### config.mk
export PLATFORM = sky130hd
export DESIGN_NAME = spi_cmd_sequencer
export DESIGN_NICKNAME = d
export VERILOG_FILES = /design/src/rtl/spi_cmd_sequencer.sv
export SDC_FILE = /design/constraint.sdc
export NUM_CORES = 1
export LEC_CHECK = 0
export ABC_AREA = 1
export CAP_MARGIN = 10
export CORE_MARGIN = 1.5
export CORE_UTILIZATION = 61
export DETAILED_ROUTE_END_ITERATION = 10
export HOLD_SLACK_MARGIN = 0.15
export PLACE_DENSITY = 0.85
export SLEW_MARGIN = 20
export SYNTH_ARGS = -nofsm -noshare
export SYNTH_HDL_FRONTEND = slang
export SYNTH_SLANG_ARGS = --single-unit
### constraint.sdc
create_clock -name clk -period 7.6 [get_ports clk]
set_input_delay 1.14 -clock clk [delete_from_list [all_inputs] [get_ports clk]]
set_output_delay 1.14 -clock clk [all_outputs]
set_load 0.05 [all_outputs]
### src/rtl/spi_cmd_sequencer.sv
// spi_cmd_sequencer: queues SPI commands, issues them one at a time to the SPI master and returns masked MISO responses
module spi_cmd_sequencer #(
  parameter int SPI_MAXLEN = 32,
  parameter int CMD_DEPTH = 4,
  parameter int RSP_DEPTH = 4,
  parameter int ACK_TIMEOUT = 1024,
  localparam int NW = $clog2(SPI_MAXLEN) + 1
) (
  input  logic                  clk,
  input  logic                  sresetn,
  input  logic                  cmd_valid,
  output logic                  cmd_ready,
  input  logic [NW-1:0]         cmd_n_clks,
  input  logic [SPI_MAXLEN-1:0] cmd_tx_data,
  output logic                  rsp_valid,
  input  logic                  rsp_ready,
  output logic [SPI_MAXLEN-1:0] rsp_data,
  output logic [NW-1:0]         rsp_n_clks,
  output logic                  rsp_err,
  output logic                  start_cmd,
  input  logic                  spi_drv_rdy,
  output logic [NW-1:0]         n_clks,
  output logic [SPI_MAXLEN-1:0] tx_data,
  input  logic [SPI_MAXLEN-1:0] rx_miso,
  output logic                  busy
);
  localparam int CAW = $clog2(CMD_DEPTH);
  localparam int RAW = $clog2(RSP_DEPTH);
  localparam int CW = NW + SPI_MAXLEN;
  localparam int RW = SPI_MAXLEN + NW + 1;
  localparam int TW = $clog2(ACK_TIMEOUT + 1);
  typedef enum logic [1:0] {IDLE, ISSUE, WAIT_DONE, WRITE_RSP} state_t;
  state_t state;
  logic [CW-1:0] cmd_mem [CMD_DEPTH];
  logic [CAW-1:0] cmd_wp, cmd_rp;
  logic cmd_full, cmd_empty, cmd_push, cmd_pop;
  logic [RW-1:0] rsp_mem [RSP_DEPTH];
  logic [RAW-1:0] rsp_wp, rsp_rp;
  logic rsp_full, rsp_empty, rsp_push, rsp_pop;
  logic [NW-1:0] head_n;
  logic [SPI_MAXLEN-1:0] head_tx, cap_data, mask;
  logic cap_err;
  logic [TW-1:0] tcnt;

  assign {head_n, head_tx} = cmd_mem[cmd_rp];
  assign cmd_ready = ~cmd_full;
  assign cmd_push = cmd_valid & ~cmd_full;
  // IDLE only launches when the master is ready and the response slot is guaranteed
  assign cmd_pop = (state == IDLE) & ~cmd_empty & ~rsp_full & spi_drv_rdy;
  assign rsp_valid = ~rsp_empty;
  assign rsp_pop = rsp_valid & rsp_ready;
  assign rsp_push = state == WRITE_RSP;
  assign {rsp_data, rsp_n_clks, rsp_err} = rsp_mem[rsp_rp];
  // Inverted shift gives an all-ones mask for n == SPI_MAXLEN without overflow
  assign mask = ~({SPI_MAXLEN{1'b1}} << n_clks);
  assign busy = (state != IDLE) | ~cmd_empty;

  // Command storage, written on accepted host pushes
  always_ff @(posedge clk)
    if (cmd_push) cmd_mem[cmd_wp] <= {cmd_n_clks, cmd_tx_data};

  // Command FIFO pointers and registered full/empty flags
  always_ff @(posedge clk or negedge sresetn)
    if (!sresetn) begin
      cmd_wp <= '0;
      cmd_rp <= '0;
      cmd_empty <= 1'b1;
      cmd_full <= 1'b0;
    end else begin
      cmd_wp <= cmd_wp + CAW'(cmd_push);
      cmd_rp <= cmd_rp + CAW'(cmd_pop);
      if (cmd_push & ~cmd_pop) begin
        cmd_empty <= 1'b0;
        cmd_full <= (cmd_wp + CAW'(1)) == cmd_rp;
      end else if (cmd_pop & ~cmd_push) begin
        cmd_full <= 1'b0;
        cmd_empty <= (cmd_rp + CAW'(1)) == cmd_wp;
      end
    end

  // Response storage, written once per completed command
  always_ff @(posedge clk)
    if (rsp_push) rsp_mem[rsp_wp] <= {cap_data, n_clks, cap_err};

  // Response FIFO pointers and registered full/empty flags
  always_ff @(posedge clk or negedge sresetn)
    if (!sresetn) begin
      rsp_wp <= '0;
      rsp_rp <= '0;
      rsp_empty <= 1'b1;
      rsp_full <= 1'b0;
    end else begin
      rsp_wp <= rsp_wp + RAW'(rsp_push);
      rsp_rp <= rsp_rp + RAW'(rsp_pop);
      if (rsp_push & ~rsp_pop) begin
        rsp_empty <= 1'b0;
        rsp_full <= (rsp_wp + RAW'(1)) == rsp_rp;
      end else if (rsp_pop & ~rsp_push) begin
        rsp_full <= 1'b0;
        rsp_empty <= (rsp_rp + RAW'(1)) == rsp_wp;
      end
    end

  // Sequencer: launch, wait for ack (with timeout), wait for done, post response
  always_ff @(posedge clk or negedge sresetn)
    if (!sresetn) begin
      state <= IDLE;
      start_cmd <= 1'b0;
      n_clks <= '0;
      tx_data <= '0;
      cap_data <= '0;
      cap_err <= 1'b0;
      tcnt <= '0;
    end else
      case (state)
        IDLE:
          if (cmd_pop) begin
            n_clks <= head_n;
            tx_data <= head_tx;
            tcnt <= '0;
            if (head_n == '0 || head_n > NW'(SPI_MAXLEN)) begin
              cap_data <= '0;
              cap_err <= 1'b1;
              state <= WRITE_RSP;
            end else begin
              start_cmd <= 1'b1;
              state <= ISSUE;
            end
          end
        ISSUE:
          if (!spi_drv_rdy) begin
            start_cmd <= 1'b0;
            state <= WAIT_DONE;
          end else if (tcnt == TW'(ACK_TIMEOUT - 1)) begin
            start_cmd <= 1'b0;
            cap_data <= '0;
            cap_err <= 1'b1;
            state <= WRITE_RSP;
          end else tcnt <= tcnt + TW'(1);
        WAIT_DONE:
          if (spi_drv_rdy) begin
            cap_data <= rx_miso & mask;
            cap_err <= 1'b0;
            state <= WRITE_RSP;
          end
        default: state <= IDLE;
      endcase
endmodule

# After elaboration in Yosys (flattened, before gate mapping)
# Memories as Yosys holds them, arrays and structs flattened.
# Cells that the tools add are included.
[word_totals]
reg_bits = 97
mem_bits_rw = 308
input_bits = 75
output_inout_bits = 81
wordCells = 116
mem_count = 2
[op_classes]
addsub = 9
magnitude_cmp = 1
eq_ne = 16
n_shift = 1
muxes = 39
bitwise = 20
reduce_logical = 13
[memory_table]
columns = ["name", "words", "width", "read_ports", "rd_ports_with_merged_regs", "wr", "line_no", "text"]
rows = [
  ["rsp_mem", 4, 39, 1, 0, 1, "37", "logic [RW-1:0] rsp_mem [RSP_DEPTH];"],
  ["cmd_mem", 4, 38, 1, 0, 1, "34", "logic [CW-1:0] cmd_mem [CMD_DEPTH];"],
]
[ops]
columns = ["operator", "count"]
rows = [
  ["$mux 32", 5],
  ["$pmux 32 s3", 1],
  ["$mux 11", 3],
  ["$and 32x32->32", 1],
  ["$not 32->32", 1],
  ["$shl 32x6->32 const A", 1],
  ["$pmux 11 s2", 1],
  ["$mux 1", 21],
  ["$ne 2x2->1 const B", 6],
  ["$add 11x1->11 const B", 1],
  ["$eq 11x10->1 const B", 1],
  ["$mux 2", 5],
  ["$and 1x1->1", 9],
  ["$add 2x1->2", 4],
  ["$add 2x1->2 const B", 4],
  ["$eq 2x2->1", 4],
  ["$not 1->1", 8],
  ["$reduce_and 4->1", 2],
  ["$reduce_bool 2->1", 4],
  ["$gt 6x6->1 const B", 1],
  ["$logic_not 6->1", 1],
  ["$pmux 2 s3", 1],
  ["$reduce_and 6->1", 1],
  ["$eq 2x2->1 const B", 2],
  ["other kinds (11)", 11],
]

# Depth between registers and ports, before layout
# Gate-level depths: netlist (run 1).
[logic_depth]
ltp_word = 7
ltp_mapped = 14
depth_no_buf = 13

# Worst setup path after synthesis (run 1)
# OpenSTA, ideal clock, no wires.
[synth_path]
kind = "reg2out"
start = "register rsp_rp[0]"
end = "output port rsp_data[31]"
arrival_time_ns = 2.233
required_time_ns = 6.460
path_slack_ns = 4.227
stages_incl_launch_ff = 5
n_path_buf = 2
cell_sequence = "dfrtp_1 clkbuf_1 buf_1 nor2_1 o32ai_1"
[synth_between]
elab_chain_cells = 1
[synth_lines]
columns = ["element", "line_no", "text"]
rows = [
  ["start: declaration", "38", "logic [RAW-1:0] rsp_wp, rsp_rp;"],
  ["start signal: assignment", "94", "rsp_rp <= rsp_rp + RAW'(rsp_pop);"],
  ["$mem_v2 4x39", "--", ""],
  ["end: declaration", "17", "output logic [SPI_MAXLEN-1:0] rsp_data,"],
]
# Every way passes these cells.

# Final worst setup path (run 1)
[layout_path]
start = "register rsp_rp[1]"
end = "output port rsp_n_clks[4]"
[layout_between]
elab_chain_cells = 1
[layout_lines]
columns = ["element", "line_no", "text"]
rows = [
  ["$mem_v2 4x39", "--", ""],
  ["end: declaration", "18", "output logic [NW-1:0] rsp_n_clks,"],
]
# Every way passes these cells.

==> results_dict.tcl, run 1 <==
set metrics [dict create \
    status "complete, but fails checks" \
    violations "DRC" \
    drc 12 \
    crit_type "reg2out" \
    clk_latency_ps 520 \
    p_sw_share_pct 35.0 \
    firstDrtPassIters 10 \
    power_frac_seq_pct 40.9 \
    hold_buffers 0 \
    hp-class "reg2reg" \
    cp-startpoint "rsp_rp[1]$_DFF_PN0_" \
    vias_per_cell 5.88 \
    clkTransAtPathRegs_ps 60 \
    drive_gt1_share_pct 9.07 \
    holdWs_ps 510 \
    critPathLaunchType "flip-flop" \
    p_sw_mw 2.35 \
    antenna_found_initial 2 \
    synth.cell_area_um2 16300 \
    r2r_slack_ps 4550 \
    ys_seq_area_share_pct 71.6 \
    dieHeight_um 166 \
    relSlewSlack_pct 40.3 \
    clockBufferDepth 3 \
    final_cell_mix "308 x edfxtp_1, 307 x nor2_1, 154 x clkdlybuf4s50_1" \
    cts_setup_buffers 0 \
    rows 59 \
    maxCapViolCount 0 \
    grt_pass1_vias 10900 \
    grt_pass1_wl_um 57700 \
    rr_startpoint "state[0]$_DFFE_PN0P_" \
    regToRegEndpoint "cap_data[28]$_DFFE_PN0P_" \
    die_area_um2 27700 \
    netlist.area_leader.share_pct 56.7 \
    p_int_mw 4.38 \
    maxSlewViolCount 0 \
    rsz0062_at_grt "no" \
    fin_crit_sh_pct 55.4 \
    drtIter0Drc 1008 \
    fin_setup_tns_ps 0 \
    place.detailed.hpwl_um 21100 \
    ir_drop_uv 246 \
    tightest_slew_ps 896 \
    h-tree-depth 2 \
    cts_sinks 405 \
    cp.arrival_ps 3070 \
    syn2layout_area_growth_pct 18.8 \
    p_per_area_nw_per_um2 348 \
    hold_violations 0 \
    finalSetupViolCount 0 \
    pin_count 156 \
    syn_avg_cell_area_um2 12.3 \
    leakagePower_nw 7.26 \
    cp_max_fo 50 \
    critPathRequiredTime_ps 6460 \
    ys_warn_count 0 \
    cp-end-kind "output port" \
    nets 1565 \
    synth-seq-cells 405 \
    place.gp.congestion 0.837 \
    routed_wl_um 36600 \
    ys_async_sr_fraction_pct 24.0 \
    syn_nets 1422 \
    yosys.area.top_type "edfxtp_1" \
    grtUsageTotal_pct 26.9 \
    max_freq_ghz 0.238 \
    ys_types 42 \
    synth_edf_count 308 \
    synth_area_leaders "edfxtp_1 57%, dfrtp_1 15%, nor2_1 7.2%" \
    cp-endpoint "rsp_n_clks[4]" \
    r2r_cells 11 \
    vias 10800 \
    overflow 0 \
    die-width_um 166 \
    start_util_pct 62.4 \
    wl_per_cell_um 19.9 \
    cts_resized 0 \
    cts_buffers 40 \
    comb_power_share_pct 30.5 \
    cts_tree "built" \
    final_common_cell "edfxtp_1" \
    period_needed_ps 4210 \
    power_frac_clock_pct 28.6 \
    io_buffers 155 \
    ctsRootBufferMaster "clkbuf_16" \
    antenna-diode-count 0 \
    fin_worst_skew_ps 17.5 \
    detail-route-antenna-nets 0 \
    synth_cells 1327 \
    grt_max_degree 82 \
    design.core.area_um2 26100 \
    yosys_most_used_dff "edfxtp_1" \
]
[how the worst min path moves through the flow]
stage / startpoint / to / depth (start not counted)
after floorplan: cap_data[3]$_DFFE_PN0P_ / rsp_mem[0][10]$_DFFE_PP_ / 0
after global placement: cap_data[20]$_DFFE_PN0P_ / rsp_mem[1][27]$_DFFE_PP_ / 0
after detailed placement: start_cmd$_DFFE_PN0P_ / start_cmd$_DFFE_PN0P_ / 2
after CTS: cap_data[6]$_DFFE_PN0P_ / rsp_mem[3][13]$_DFFE_PP_ / 0
after global routing: cap_data[18]$_DFFE_PN0P_ / rsp_mem[2][25]$_DFFE_PP_ / 0
final: cap_data[6]$_DFFE_PN0P_ / rsp_mem[3][13]$_DFFE_PP_ / 0
[power groups by stage]
stage	clock, mW	combinational, mW	sequential [mW]
final	1.93	2.05	2.75
after global routing	2.04	2.19	2.77
after CTS	1.95	2.06	2.75
after detailed placement	0	2.04	2.79
after global placement	0	1.99	2.78
after floorplan	0	1.49	2.75
[stage by stage]
| step | total power [mW] | setup WS [ps] | cell area, µm² | utilization (%) | cells |
|---|---|---|---|---|---|
| finish | 6.73 | 3390 | 19400 | 74.1 | 1835 |
| global route | 7.00 | 3240 | 19400 | 74.1 | 1835 |
| CTS | 6.76 | 3400 | 19400 | 74.1 | 1835 |
| detailed placement | 4.83 | 3990 | 18100 | 69.2 | 1763 |
| global placement | 4.77 | 4050 | 18100 | 69.2 | 1763 |
| floorplan | 4.23 | 4230 | 16300 | - | 1327 |
[worst max-delay path, cell delays in order (launching register included)]
cell	delay [ps]
dfrtp_2	720
buf_4	530
o21ai_0	210
o32ai_1	190
clkdlybuf4s50_1	860
[kinds of logic after synthesis]
kind of cell / Yosys count / share of synthesized area [%]
xor+xnor: 12 / 0.645
fa+ha+maj: 20 / 1.54
buf+inv: 140 / 3.69
compound gates: 257 / 10.1
flops: 405 / 71.6
simple gates: 493 / 12.4
[Yosys cell counts (8+ instances only)]
cell type and n:
buf_1 14, nand2_2 9, ha_1 20, nand2_1 117, o32ai_1 39, a21oi_1 8, dfrtp_1 95, inv_1 67
o21ai_2 30, nand3_1 34, o211ai_1 11, edfxtp_1 308, nor2_1 311, xor2_1 9, a31oi_1 36, o21ai_0 123
clkbuf_1 39
[routing by layer]
metal  global-route usage [%]  vias to the layer above  share of wire, %
met5                        0                        -             0.066
met4                     9.45                        4               2.3
met3                     6.37                       72               8.4
met2                     46.8                      474                51
met1                     33.3                     5280                38
li1                         -                     4957                 -
[final cells by class]
cell class | count | area, µm²
Sequential cell | 405 | 11700
Fill cell | 1621 | 6770
Multi-Input combinational cell | 782 | 4050
Timing Repair Buffer | 170 | 1660
Clock buffer | 56 | 1130
Tap cell | 335 | 419
Inverter | 71 | 268
Clock inverter | 16 | 151
[flip-flops by register name (all words and copies together), names as in the netlist]
name,flops
cmd_empty,1
rsp_mem,156
tcnt,11
n_clks,6
tx_data,32
start_cmd,1
rsp_rp,2
rsp_empty,1
cmd_full,1
rsp_wp,2
cmd_rp,2
cmd_wp,2
state,2
cmd_mem,152
cap_data,32
cap_err,1
rsp_full,1
(Power assumes the default switching activity.)
==> inputs of run 2 (changes only) <==
Settings changed: CORE_UTILIZATION 61 to 57, PLACE_DENSITY 0.85 to 0.8.
Clock period 7.6 ns to 4.31 ns, I/O delays scaled along.
==> results_dict.tcl, run 2 (synthesis results as in run 1) <==
set metrics [dict create \
    pin_count 156 \
    r2r_slack_ps 1540 \
    comb_power_share_pct 30.1 \
    drc 0 \
    p_sw_share_pct 34.4 \
    top_register "rsp_mem" \
    critPathLaunchType "flip-flop" \
    max_freq_ghz 0.269 \
    design.core.area_um2 27900 \
    tightest_slew_ps 1050 \
    die_area_um2 29600 \
    place.gp.congestion 0.807 \
    p_total_mw 11.9 \
    period_needed_ps 3720 \
    maxCapViolCount 0 \
    start_util_pct 58.4 \
    vias 10700 \
    cts_tree "built" \
    grt_pass1_vias 10400 \
    post-route-util_pct 70.0 \
    routed_wl_um 35600 \
    hold_buffers 0 \
    fin_setup_tns_ps 0 \
    hp-class "in2async" \
    cts_setup_buffers 0 \
    cts_sinks 405 \
    grt_pass1_wl_um 55200 \
    final_common_cell "edfxtp_1" \
    cts_resized 0 \
    nets 1577 \
    holdWs_ps 170 \
    clockBufferDepth 3 \
    final_cell_mix "308 x edfxtp_1, 307 x nor2_1, 154 x clkdlybuf4s50_1" \
    drtIter0Drc 962 \
    rsz0062_at_grt "no" \
    grtUsageTotal_pct 24.6 \
    power_frac_clock_pct 29.0 \
    maxSlewViolCount 0 \
    die-width_um 172 \
    place.detailed.hpwl_um 21900 \
    detail-route-antenna-nets 0 \
    ir_drop_uv 368 \
    syn2layout_area_growth_pct 19.9 \
    cp_max_fo 51 \
    fin_crit_sh_pct 86.4 \
    firstDrtPassIters 5 \
    status "finished clean" \
    max_stage_delay_ps 910 \
    power_frac_seq_pct 40.8 \
    crit_type "reg2out" \
    antenna_found_initial 5 \
    p_per_area_nw_per_um2 611 \
    p_sw_mw 4.11 \
    ctsRootBufferMaster "clkbuf_16" \
    overflow 0 \
    wl_per_cell_um 18.8 \
    cp.arrival_ps 3080 \
    final_cells 1891 \
    leakagePower_nw 7.33 \
    io_buffers 155 \
    cp-end-kind "output port" \
    cpMaxStageDelayCell "dfrtp_2" \
    h-tree-depth 2 \
    vias_per_cell 5.68 \
    drive_gt1_share_pct 9.85 \
    fill_cells 1877 \
    grt_max_degree 82 \
    clkTransAtPathRegs_ps 60 \
    clk_latency_ps 520 \
    finalSetupViolCount 0 \
    dieHeight_um 172 \
    reg_top3 "rsp_mem x156, cmd_mem x152" \
    largest_reg_flops 156 \
    relSlewSlack_pct 30.1 \
    cts_buffers 40 \
    hold_violations 0 \
    critPathRequiredTime_ps 3660 \
    place_inst 1818 \
    fin_worst_skew_ps 15.6 \
    crit_chain "buf_4 -> o21ai_0 -> o32ai_1 -> clkdlybuf4s50_1" \
    p_int_mw 7.83 \
    rows 61 \
]
-- run 2: power groups by stage --
| stage | registers, mW | logic [mW] | clock network [mW] |
|---|---|---|---|
| after floorplan | 4.84 | 2.62 | 0 |
| after global routing | 4.91 | 3.85 | 3.66 |
| after CTS | 4.87 | 3.61 | 3.50 |
| after detailed placement | 4.95 | 3.59 | 0 |
| after global placement | 4.93 | 3.51 | 0 |
| final | 4.87 | 3.60 | 3.46 |
-- run 2: critical path: cells and delay by family (launching register included) --
family / cells / cell delay (ps)
buffers and inverters: 2 / 1230
DFF: 1 / 910
AOI/OAI and AO/OA: 2 / 390
-- run 2: per-stage QoR --
step	area (µm²)	setup WS (ps)
5_1_grt	19500	461
3_3_place_gp	18200	1290
3_5_place_dp	18200	1220
4_1_cts	19500	628
2_1_floorplan	16300	1360
6_report	19500	588
-- run 2: path summary, 6_finish.rpt --
check | startpoint | end | cells after the start
setup / recovery | rsp_rp[1]$_DFF_PN0_ | rsp_data[28] | 4
hold / removal | sresetn | cap_data[3]$_DFFE_PN0P_ | 1
setup reg to reg | state[0]$_DFFE_PN0P_ | cap_data[28]$_DFFE_PN0P_ | 11
hold reg to reg | start_cmd$_DFFE_PN0P_ | start_cmd$_DFFE_PN0P_ | 2
max in group asynchronous | sresetn | cmd_rp[0]$_DFF_PN0_ | 2
min in group clk | start_cmd$_DFFE_PN0P_ | start_cmd$_DFFE_PN0P_ | 2
-- run 2: final cells by class --
cell class | instances | area, µm² | area share [%]
inverter | 71 | 267 | 1.36
multi-input combinational | 782 | 4050 | 20.7
clock buffer | 53 | 1100 | 5.63
antenna | 1 | 2.50 | 0.0128
sequential | 405 | 11700 | 59.8
timing repair buffer | 182 | 1760 | 8.98
tap | 378 | 473 | 2.42
clock inverter | 19 | 211 | 1.08
-- run 2: per-layer routing --
metal	vias up	GRT usage (%)	wire, µm
met3	54	5.49	3060
met5	-	0	27
met2	454	42.9	17900
met4	4	6.62	686
li1	4992	-	-
met1	5233	31.1	13900
==> inputs of run 3 (changes only) <==
Settings changed: CAP_MARGIN 10 to unset, CORE_ASPECT_RATIO set to 1.25.
==> results_dict.tcl, run 3 (synthesis results as in run 1) <==
set metrics [dict create \
    cts_tree "built" \
    antenna_found_initial 0 \
    final_common_cell "edfxtp_1" \
    wl_per_cell_um 18.9 \
    worst_slack_ps 599 \
    top_register "rsp_mem" \
    met2_usage_pct 44.5 \
    hp-class "in2async" \
    place.gp.congestion 0.848 \
    crit_type "reg2out" \
    grt_max_degree 81 \
    die-width_um 154 \
    ctsRootBufferMaster "clkbuf_16" \
    syn2layout_area_growth_pct 19.7 \
    place.detailed.hpwl_um 21900 \
    clockBufferDepth 3 \
    start_util_pct 57.6 \
    h-tree-depth 2 \
    rsz0062_at_grt "no" \
    grt_most_used_layer "met2" \
    critPathRequiredTime_ps 3660 \
    comb_power_share_pct 29.9 \
    rows 69 \
    dp_slack_ps 1150 \
    final_cell_mix "308 x edfxtp_1, 307 x nor2_1, 154 x clkdlybuf4s50_1" \
    ir_drop_uv 389 \
    grtUsageMet1_pct 29.8 \
    antenna-diode-count 0 \
    pin_count 156 \
    largest_reg_flops 156 \
    critPathLaunchType "flip-flop" \
    fill_cells 1929 \
    reg_top3 "rsp_mem x156, cmd_mem x152" \
    nets 1571 \
    power_frac_clock_pct 29.4 \
    finalSetupViolCount 0 \
    io_buffers 155 \
    fin_setup_tns_ps 0 \
    cts_sinks 405 \
    drtIter0Drc 918 \
    drc 0 \
    p_sw_share_pct 34.7 \
    cp_max_fo 24 \
    cts_setup_buffers 0 \
    maxCapViolCount 0 \
    p_sw_mw 4.15 \
    p_int_mw 7.82 \
    clkTransAtPathRegs_ps 60 \
    r2r_slack_ps 1500 \
    hold_violations 0 \
    cts_buffers 38 \
    relSlewSlack_pct 30.8 \
    cp.arrival_ps 3060 \
    fin_worst_skew_ps 30.3 \
    cp-end-kind "output port" \
    drive_gt1_share_pct 9.83 \
    routed_wl_um 35200 \
    cts_resized 0 \
    tightest_slew_ps 1040 \
    maxSlewViolCount 0 \
    status "finished clean" \
    fin_crit_sh_pct 86.1 \
    p_per_area_nw_per_um2 614 \
    grt_pass1_vias 10500 \
    firstDrtPassIters 6 \
    grt_pass1_wl_um 55400 \
    clk_latency_ps 540 \
    met3_usage_pct 4.06 \
    die_area_um2 29600 \
    hold_buffers 0 \
    dieHeight_um 192 \
    detail-route-antenna-nets 0 \
    grtUsageTotal_pct 24.2 \
    power_frac_seq_pct 40.7 \
    vias_per_cell 5.73 \
    period_needed_ps 3710 \
    design.core.area_um2 28300 \
    max_freq_ghz 0.269 \
    leakagePower_nw 7.33 \
    vias 10700 \
    overflow 0 \
]
[run 3: changes by cell type in the layout (fill, tap and decap cells not counted), moves of 2 or more]
cell / before / now
clkinv_1: 9 / 6
clkbuf_1: 9 / 6
clkinv_8: 0 / 2
clkbuf_16: 41 / 39
buf_4: 27 / 23
[run 3: per-layer routing]
| metal | wire length [µm] | vias to the layer above | part of all wire (%) |
|---|---|---|---|
| li1 | - | 4961 | - |
| met1 | 13500 | 5232 | 38 |
| met2 | 18600 | 409 | 53 |
| met3 | 2560 | 53 | 7.3 |
| met4 | 630 | 0 | 1.8 |
| met5 | 0 | - | 0 |
[run 3: power groups by stage]
| stage | sequential, mW | clock [mW] | combinational, mW |
|---|---|---|---|
| after floorplan | 4.84 | 0 | 2.62 |
| after global placement | 4.93 | 0 | 3.53 |
| after detailed placement | 4.95 | 0 | 3.58 |
| after CTS | 4.88 | 3.56 | 3.61 |
| after global routing | 4.92 | 3.70 | 3.83 |
| final | 4.88 | 3.52 | 3.58 |
[run 3: critical path, stage by stage (launching register included)]
cell and delay, ps:
dfrtp_2 510, inv_2 390, buf_4 330, nor2_1 60
o32ai_1 370, clkdlybuf4s50_1 880
[run 3: final cells by class]
type                    count  area, µm²  share of cell area [%]
well taps                 355        444                    2.28
repair buffers            178       1730                    8.89
clock inverters            21        278                    1.42
clock buffers              49       1050                    5.40
inverters                  71        267                    1.37
multi-input cells         782       4050                    20.8
flip-flops and latches    405      11700                    59.9
[run 3: path summary, 6_finish.rpt]
| check | endpoint | from | cells after the start |
|---|---|---|---|
| worst max-delay path | rsp_n_clks[1] | rsp_rp[0]$_DFF_PN0_ | 5 |
| worst min-delay path | tx_data[14]$_DFFE_PN0P_ | sresetn | 1 |
| worst max register to register | cap_data[28]$_DFFE_PN0P_ | state[0]$_DFFE_PN0P_ | 11 |
| worst min register to register | rsp_mem[2][24]$_DFFE_PP_ | cap_data[17]$_DFFE_PN0P_ | 0 |
| max in group asynchronous | rsp_empty$_DFFE_PN1P_ | sresetn | 2 |
| min in group clk | rsp_mem[2][24]$_DFFE_PP_ | cap_data[17]$_DFFE_PN0P_ | 0 |
[run 3: per-stage QoR]
step | util [%] | std cells | area (µm²) | hold WS, ps | power, mW
6_report | 68.9 | 1861 | 19500 | 139 | 12.0
5_1_grt | 68.9 | 1861 | 19500 | 195 | 12.4
4_1_cts | 68.9 | 1861 | 19500 | 174 | 12.0
3_5_place_dp | 64.2 | 1791 | 18200 | 500 | 8.54
3_3_place_gp | 64.2 | 1791 | 18200 | 488 | 8.46
2_1_floorplan | - | 1327 | 16300 | 351 | 7.47
